[src/rtl/pa_idu_pkg.sv]
// pa_idu_pkg -- definitions shared by the IDU register scoreboard slice.
//   sb_state_e : occupancy state of the producer queue (IDLE / PARTIAL / FULL)
//   id_w()     : width of an ID/count field able to hold n distinct values
//                (never less than 1 bit)
package pa_idu_pkg;

  typedef enum logic [1:0] {
    SB_IDLE    = 2'b00,
    SB_PARTIAL = 2'b01,
    SB_FULL    = 2'b10
  } sb_state_e;

  function automatic int id_w(input int n);
    return (n <= 1) ? 1 : $clog2(n);
  endfunction

endpackage

[src/rtl/pa_idu_reg_wsel.sv]
// pa_idu_reg_wsel -- register write-select mux and data flop.
//   forever_cpuclk  in  clock
//   write_en        in  per-port data-write strobe (lowest index wins)
//   write_data      in  per-port data, port p at [p*DATA_W +: DATA_W]
//   warm_up         in  forces a port-0 write when no write_en is set
//   dout_fwd        out combinational bypass of the value being written
//   dout            out registered register value (no reset: pure data flop)
module pa_idu_reg_wsel
  import pa_idu_pkg::*;
#(
  parameter int DATA_W = 32,
  parameter int WPORTS = 3
) (
  input  logic                     forever_cpuclk,
  input  logic [WPORTS-1:0]        write_en,
  input  logic [WPORTS*DATA_W-1:0] write_data,
  input  logic                     warm_up,
  output logic [DATA_W-1:0]        dout_fwd,
  output logic [DATA_W-1:0]        dout
);

  logic [DATA_W-1:0] wsel_s;
  logic              wr_any_s;
  logic [DATA_W-1:0] dout_r;

  // Priority select: scan from the top so the lowest asserted port lands last.
  always_comb begin
    if (warm_up) begin
      wsel_s = write_data[DATA_W-1:0];
    end else begin
      wsel_s = dout_r;
    end
    for (int p = WPORTS - 1; p >= 0; p--) begin
      if (write_en[p]) begin
        wsel_s = write_data[p*DATA_W +: DATA_W];
      end else begin
        wsel_s = wsel_s;
      end
    end
  end

  assign wr_any_s = (|write_en) | warm_up;

  // Data flop: loads the selected value on any write, otherwise holds.
  always_ff @(posedge forever_cpuclk) begin
    if (wr_any_s) begin
      dout_r <= wsel_s;
    end else begin
      dout_r <= dout_r;
    end
  end

  assign dout_fwd = wsel_s;
  assign dout     = dout_r;

endmodule

[src/rtl/pa_idu_reg_sb.sv]
// pa_idu_reg_sb -- register value holder plus outstanding-producer scoreboard.
//   forever_cpuclk in  clock
//   cpurst         in  synchronous active-high reset
//   issue_vld      in  a producer targeting this register issues
//   issue_port     in  write port that producer will use
//   fwd_en         in  per-port producer-complete (retire) strobe
//   write_en       in  per-port data-write strobe
//   write_data     in  per-port write data
//   warm_up        in  forces a port-0 data write
//   flush          in  front-end flush, empties the producer queue
//   dout_fwd       out combinational bypass value
//   dout           out registered value
//   busy           out one or more producers outstanding
//   busy_port      out port of the oldest outstanding producer (0 when idle)
//   full           out DEPTH producers outstanding
//   cnt            out outstanding producer count
// Build option: PA_IDU_REG_SB_OOO_RETIRE_EN -- when defined, each asserted
// fwd_en[p] retires the oldest entry on port p (several per cycle); otherwise
// only the queue head may retire, one per cycle.
module pa_idu_reg_sb
  import pa_idu_pkg::*;
#(
  parameter  int DATA_W = 32,
  parameter  int WPORTS = 3,
  parameter  int DEPTH  = 2,
  localparam int PW     = id_w(WPORTS),
  localparam int CW     = id_w(DEPTH + 1)
) (
  input  logic                     forever_cpuclk,
  input  logic                     cpurst,
  input  logic                     issue_vld,
  input  logic [PW-1:0]            issue_port,
  input  logic [WPORTS-1:0]        fwd_en,
  input  logic [WPORTS-1:0]        write_en,
  input  logic [WPORTS*DATA_W-1:0] write_data,
  input  logic                     warm_up,
  input  logic                     flush,
  output logic [DATA_W-1:0]        dout_fwd,
  output logic [DATA_W-1:0]        dout,
  output logic                     busy,
  output logic [PW-1:0]            busy_port,
  output logic                     full,
  output logic [CW-1:0]            cnt
);

  // Data path lives in its own block; the queue below never touches dout.
  pa_idu_reg_wsel #(
    .DATA_W (DATA_W),
    .WPORTS (WPORTS)
  ) u_wsel (
    .forever_cpuclk (forever_cpuclk),
    .write_en       (write_en),
    .write_data     (write_data),
    .warm_up        (warm_up),
    .dout_fwd       (dout_fwd),
    .dout           (dout)
  );

  // Queue entries beyond cnt are always kept at zero.
  logic [PW-1:0] q_r       [DEPTH];
  logic [PW-1:0] q_ret_s   [DEPTH];
  logic [PW-1:0] q_nxt_s   [DEPTH];
  logic [CW-1:0] cnt_r;
  logic [CW-1:0] cnt_ret_s;
  logic [CW-1:0] cnt_nxt_s;
  sb_state_e     state_r;
  logic [PW-1:0] busy_port_r;

  function automatic logic port_hit(input logic [WPORTS-1:0] en,
                                    input logic [PW-1:0]     port);
    logic hit;
    hit = 1'b0;
    for (int p = 0; p < WPORTS; p++) begin
      if (en[p] && (port == PW'(p))) begin
        hit = 1'b1;
      end else begin
        hit = hit;
      end
    end
    return hit;
  endfunction

`ifdef PA_IDU_REG_SB_OOO_RETIRE_EN
  logic [WPORTS-1:0] taken_s;
  logic [DEPTH-1:0]  kill_s;
  int                wr_s;

  // Out-of-order retire: each strobed port kills its oldest entry, survivors
  // are packed toward entry 0 keeping their relative age.
  always_comb begin
    taken_s = {WPORTS{1'b0}};
    kill_s  = {DEPTH{1'b0}};
    wr_s    = 0;
    for (int i = 0; i < DEPTH; i++) begin
      q_ret_s[i] = {PW{1'b0}};
    end
    for (int i = 0; i < DEPTH; i++) begin
      for (int p = 0; p < WPORTS; p++) begin
        if ((CW'(i) < cnt_r) && fwd_en[p] && !taken_s[p] && !kill_s[i] &&
            (q_r[i] == PW'(p))) begin
          kill_s[i]  = 1'b1;
          taken_s[p] = 1'b1;
        end else begin
          kill_s[i]  = kill_s[i];
        end
      end
    end
    for (int i = 0; i < DEPTH; i++) begin
      if ((CW'(i) < cnt_r) && !kill_s[i]) begin
        for (int j = 0; j < DEPTH; j++) begin
          if (wr_s == j) begin
            q_ret_s[j] = q_r[i];
          end else begin
            q_ret_s[j] = q_ret_s[j];
          end
        end
        wr_s = wr_s + 1;
      end else begin
        wr_s = wr_s;
      end
    end
    cnt_ret_s = CW'(wr_s);
  end
`else
  logic retire_s;

  // In-order retire: only the head may leave, and only on its own port.
  always_comb begin
    retire_s  = (cnt_r != {CW{1'b0}}) && port_hit(fwd_en, q_r[0]);
    cnt_ret_s = cnt_r;
    for (int i = 0; i < DEPTH; i++) begin
      q_ret_s[i] = {PW{1'b0}};
    end
    if (retire_s) begin
      for (int i = 0; i < DEPTH - 1; i++) begin
        q_ret_s[i] = q_r[i+1];
      end
      cnt_ret_s = cnt_r - CW'(1'b1);
    end else begin
      for (int i = 0; i < DEPTH; i++) begin
        q_ret_s[i] = q_r[i];
      end
      cnt_ret_s = cnt_r;
    end
  end
`endif

  // Issue appends behind the survivors; a slot freed this cycle makes room
  // when full. Flush discards everything including same-cycle issue/retire.
  always_comb begin
    cnt_nxt_s = cnt_ret_s;
    for (int i = 0; i < DEPTH; i++) begin
      q_nxt_s[i] = q_ret_s[i];
    end
    if (flush) begin
      for (int i = 0; i < DEPTH; i++) begin
        q_nxt_s[i] = {PW{1'b0}};
      end
      cnt_nxt_s = {CW{1'b0}};
    end else if (issue_vld && (cnt_ret_s < CW'(DEPTH))) begin
      for (int j = 0; j < DEPTH; j++) begin
        if (CW'(j) == cnt_ret_s) begin
          q_nxt_s[j] = issue_port;
        end else begin
          q_nxt_s[j] = q_nxt_s[j];
        end
      end
      cnt_nxt_s = cnt_ret_s + CW'(1'b1);
    end else begin
      cnt_nxt_s = cnt_ret_s;
    end
  end

  // Queue state machine with registered status outputs.
  always_ff @(posedge forever_cpuclk) begin
    if (cpurst) begin
      state_r     <= SB_IDLE;
      cnt_r       <= {CW{1'b0}};
      busy_port_r <= {PW{1'b0}};
      for (int i = 0; i < DEPTH; i++) begin
        q_r[i] <= {PW{1'b0}};
      end
    end else begin
      cnt_r       <= cnt_nxt_s;
      busy_port_r <= q_nxt_s[0];
      for (int i = 0; i < DEPTH; i++) begin
        q_r[i] <= q_nxt_s[i];
      end
      if (cnt_nxt_s == {CW{1'b0}}) begin
        state_r <= SB_IDLE;
      end else if (cnt_nxt_s == CW'(DEPTH)) begin
        state_r <= SB_FULL;
      end else begin
        state_r <= SB_PARTIAL;
      end
    end
  end

  assign busy      = (state_r != SB_IDLE);
  assign full      = (state_r == SB_FULL);
  assign busy_port = busy_port_r;
  assign cnt       = cnt_r;

endmodule

[config.mk]
export PLATFORM = sky130hd
export DESIGN_NAME = pa_idu_reg_sb
export DESIGN_NICKNAME = d
export VERILOG_FILES = /design/src/rtl/pa_idu_pkg.sv /design/src/rtl/pa_idu_reg_wsel.sv /design/src/rtl/pa_idu_reg_sb.sv
export SDC_FILE = /design/constraint.sdc
export NUM_CORES = 1
export LEC_CHECK = 0
export ABC_AREA = 1
export CORE_MARGIN = 10
export CORE_UTILIZATION = 40
export DETAILED_ROUTE_END_ITERATION = 16
export GPL_ROUTABILITY_DRIVEN = 0
export PLACE_DENSITY = 0.85
export SLEW_MARGIN = 20
export SYNTH_ARGS = -nofsm -noshare
export SYNTH_HDL_FRONTEND = slang
export SYNTH_SLANG_ARGS = --single-unit
export TNS_END_PERCENT = 1
[constraint.sdc]
create_clock -name forever_cpuclk -period 5.98 [get_ports forever_cpuclk]
set_clock_uncertainty 0.15 [all_clocks]
set_input_delay 1.196 -clock forever_cpuclk [delete_from_list [all_inputs] [get_ports forever_cpuclk]]
set_output_delay 1.196 -clock forever_cpuclk [all_outputs]
set_load 0.02 [all_outputs]
# Yosys cells after proc, flatten, opt, wreduce, memory -nomap -nowiden
# Memories as Yosys holds them, arrays and structs flattened.
# Cells that the tools add are included.
[totals]
out_inout_bits = 70
reg_bits = 38
memories = 1
mem_bits_rw = 4
[memory_table]
columns = ["memory", "words", "width", "read_ports", "rd_ports_with_merged_regs", "write_ports", "line_no", "source"]
rows = [
  ["q_r", 2, 2, 2, 0, 2, "pa_idu_reg_sb.sv:60", "logic [PW-1:0] q_r [DEPTH];"],
]
[op_classes]
addsub = 2
magnitude_cmp = 1
n_eq_ne = 5
reduce_logical = 12
bitwise = 3
n_mux = 22
[ops]
columns = ["op", "count"]
rows = [
  ["32-bit 2-to-1 mux", 4],
  ["2-bit 2-to-1 mux", 10],
  ["4-bit 2-to-1 mux", 2],
  ["2-bit == test (second input constant)", 3],
  ["2-bit zero test", 3],
  ["1-bit 2-to-1 mux", 6],
  ["1-bit logical AND", 5],
  ["2-bit nonzero test", 2],
  ["1-bit OR", 3],
  ["3-bit OR reduction", 1],
  ["2-bit by 1-bit adder with 2-bit output (second input constant)", 1],
  ["1-bit by 2-bit == test with 1-bit output (first input constant)", 1],
  ["2-bit by 1-bit == test with 1-bit output (second input constant)", 1],
  ["2-bit less-than comparator (second input constant)", 1],
  ["2-bit OR reduction", 1],
  ["2-bit by 1-bit subtractor with 2-bit output (second input constant)", 1],
]

# Longest topological paths before layout
[depth]
depth_word = 13
mapped_depth = 12
ltp_nobuf = 12

# Hierarchy
# Synthesis repeated with hierarchy kept, for this count alone.
[unflattened]
hier_cells = 383
area_unflattened_um2 = 3016.6
[modules_own_cells]
columns = ["mod", "cells_each", "area_per_inst_um2", "seq_area_each_um2", "n_inst"]
rows = [
  ["pa_idu_reg_wsel", 307, 2516.2, 960.9, 1],
  ["pa_idu_reg_sb", 76, 500.5, 160.2, 1],
]

# Worst setup path after synthesis
# Ideal clock, no wire load.
[synth_timing]
path_kind = "input -> output"
start = "input port warm_up"
end = "output port dout_fwd[5]"
n_path_buf = 2
stages = 7
arrival_time_ps = 2222
t_required_ps = 4634
setup_slack_ps = 2412
path_cell_list = "buf_2 -> inv_1 -> buf_2 -> nand2_1 -> nand3_1 -> o21ai_0 -> o211ai_1"
[synth_via]
elab_chain_len = 4
[synth_rtl]
columns = ["element", "line_no", "source"]
rows = [
  ["from (decl)", "pa_idu_reg_sb.sv:36", "input logic warm_up,"],
  ["32-bit 2-to-1 mux", "pa_idu_reg_wsel.sv:28", "if (warm_up) begin"],
  ["32-bit 2-to-1 mux (3 in a row)", "pa_idu_reg_wsel.sv:34", "if (write_en[p]) begin"],
  ["to (decl)", "pa_idu_reg_sb.sv:38", "output logic [DATA_W-1:0] dout_fwd,"],
]
# No other way between the ends.

# Final worst setup path
[layout_timing]
start = "input port write_en[0]"
end = "output port dout_fwd[3]"
[layout_via]
elab_chain_len = 1
[layout_rtl]
columns = ["element", "line_no", "source"]
rows = [
  ["from (decl)", "pa_idu_reg_sb.sv:34", "input logic [WPORTS-1:0] write_en,"],
  ["32-bit 2-to-1 mux", "pa_idu_reg_wsel.sv:34", ""],
]
# No other way between the ends.

==> metrics.cfg <==
[outcome]
status = completed

[route]
vias = 3347
ant_nets = 0
via_per_inst = 5.41
dr.pass1.iters = 5
postRouteWirelength_mm = 12.2
wl_per_cell_um = 19.7
first_iter_violations = 250
drc = 0

[synthesis]
synth_cell_types = 23
synth_area_per_cell_um2 = 7.29
synth_common_cells = nand2_1 (115), nand3_1 (61), edfxtp_1 (32), o211ai_1 (32), o21ai_0 (21)
synth_edf_count = 32
synth_nets = 488
synth_top_area_share_pct = 35.1
yosysSeqAreaShare_pct = 40.9
synthArstFlopShare_pct = 0
syn_inst = 376
synth-seq-cells = 40
synthFlopType = edfxtp_1
synth_area_leader_cell = edfxtp_1
synth_area_leaders = edfxtp_1 (35%), nand2_1 (16%), nand3_1 (11%)
yosysMostFrequentCell = nand2_1
netlist_area_um2 = 2740
yosysWarnings = 0

[clock_tree]
htree_num_levels = 2
cts_hold_repair.buffers = 0
cts.clk_slew.worst_paths_ns = 0.08
cts_sinks = 40
cts_buffers = 5
post-cts-setup-buffers = 0
ctsResizeCount = 0
clk_latency_ns = 0.29
ctsRootBufferMaster = clkbuf_8
clk_path_buf_depth = 2
cts_tree = built

[critical_path]
r2r_start = cnt[0]$_SDFF_PP0_
end_kind = output pin
cpPeakStageDelay_ns = 0.88
timing.critical_path.fanout_max = 25
path_cells = clkdlybuf4s50_1 -> nor2_1 -> inv_1 -> o211ai_1 -> clkdlybuf4s50_1
critPathArrivalTime_ns = 3.80
cp-startpoint = write_en[0]
r2r_end = q_r[0][3]$_SDFF_PP0_
critPathSlowestCell = clkdlybuf4s50_1
r2r_cells = 12
path_class = input pin to output pin
worst_setup_path_start_kind = input pin
reg2reg_slack_ns = 3.68
required_ns = 4.63
cpMostUsedCell = clkdlybuf4s50_1

[min_path]
hp-class = flop to flop
holdPathStages = 4
worst_hold_path.endpoint = q_r[0][3]$_SDFF_PP0_
min-delay-start = q_r[0][3]$_SDFF_PP0_

[global_routing]
grt_max_degree = 66
grt_pass1_wl_mm = 18.3
globalRouteOverflowTotal = 0
grt_use_total_pct = 22.2
antenna_found_initial = 0
grt_pass1_vias = 3290

[finish]
layout.nets = 651
drive_above_1_share_pct = 4.64
stdcell_count = 619
fillerInstances = 561
diodes = 0
postLayoutCoreUtil_pct = 68.8
area_growth_pct = 68.8

[timing]
fin_crit_sh_pct = 86.1
relSlewSlack_pct = 36.3
setup-violations-final = 0
layout_min_cycle_time_ns = 5.15
final_hold_viol_count = 0
fmax_ghz = 0.194
rsz0062_at_grt = false
tightestPinTransition_ns = 0.954
final-max-slew-violation-count = 0
fin_setup_tns_ns = 0

[floorplan]
num_io_pins = 179
die_area_um2 = 10600
fp.coreArea_um2 = 6720
start_util_pct = 40.8
die-height_um = 103
num_rows = 30
die_w_um = 103

[power]
p_per_area_nw_per_um2 = 199
leakagePower_nw = 1.80
vdd_drop_max_mv = 0.135

[flow_run]
drv_cap = 0

[placement]
placedCellCount = 612
dp_hpwl_mm = 9.24
port_buffers = 178

==> where the power goes <==
part / switching (mW) / total (mW) / internal (mW)
clock network: 0.0958 / 0.176 / 0.0806
registers: 0.0173 / 0.351 / 0.333
logic: 0.202 / 0.394 / 0.192
total: 0.315 / 0.920 / 0.606
==> registers in the layout, indices dropped and copies added (netlist names) <==
| signal | cells |
|---|---|
| cnt | 2 |
| q_r | 4 |
| state_r | 2 |
| u_wsel.dout | 32 |
==> layout by cell type (no fill, tap or decap), types with 4 or more instances in the layout <==
master / synthesis / routed
inv_1: 20 / 20
a21oi_1: 18 / 18
o21ai_1: 6 / 6
edfxtp_1: 32 / 32
nand2_1: 115 / 115
clkdlybuf4s50_1: 0 / 178
nor2_1: 17 / 17
buf_4: 2 / 8
dfxtp_1: 8 / 8
nand2_2: 4 / 4
nand3_1: 61 / 60
o21ai_0: 21 / 21
o211ai_1: 32 / 32
clkbuf_8: 0 / 5
==> area by class of cell <==
cell class / count / area (µm²) / area share (%)
timing repair buffer: 186 / 1840 / 39.8
inverter: 22 / 82.6 / 1.79
multi-input combinational: 284 / 1400 / 30.3
clock buffer: 7 / 76.3 / 1.65
tap: 80 / 100 / 2.16
sequential: 40 / 1120 / 24.2
==> metal layers <==
layer	vias to the layer above	routed length, µm	global-route usage [%]
met5	-	0	0
met4	0	208	5.88
met3	15	1540	7.10
met2	189	5910	38.1
met1	1523	4550	26.2
li1	1620	-	-
==> worst max-delay path: cells and delay by family <==
| family | cells | cell delay (ns) |
|---|---|---|
| and+or+nand+nor | 1 | 0.14 |
| AOI/OAI and AO/OA | 1 | 0.28 |
| buffers and inverters | 3 | 2.16 |
==> worst max path at each step <==
stage                   endpoint  slack, ns
CTS                 dout_fwd[27]       0.83
detailed placement  dout_fwd[27]       0.83
global route         dout_fwd[3]       0.68
finish               dout_fwd[3]       0.83
floorplan            dout_fwd[5]       2.41
global placement     dout_fwd[3]       0.84
==> per-stage QoR <==
stage	setup slack, ns	power [mW]	area [µm²]	hold slack [ns]
2_1_floorplan	2.41	0.544	2740	0.384
3_3_place_gp	0.836	0.742	4550	0.411
3_5_place_dp	0.829	0.750	4550	0.422
4_1_cts	0.831	0.928	4630	0.434
5_1_grt	0.682	0.970	4630	0.480
6_report	0.833	0.920	4630	0.439
==> cells by family after synthesis <==
logic type	synth area share, %
AOI/OAI and AO/OA	17.3
and+or+nand+nor	31.2
DFF	40.9
adders and majority gates	1.37
buffers and inverters	8.04
xor gates and xnor gates	1.19
(Power assumes the default switching activity.)
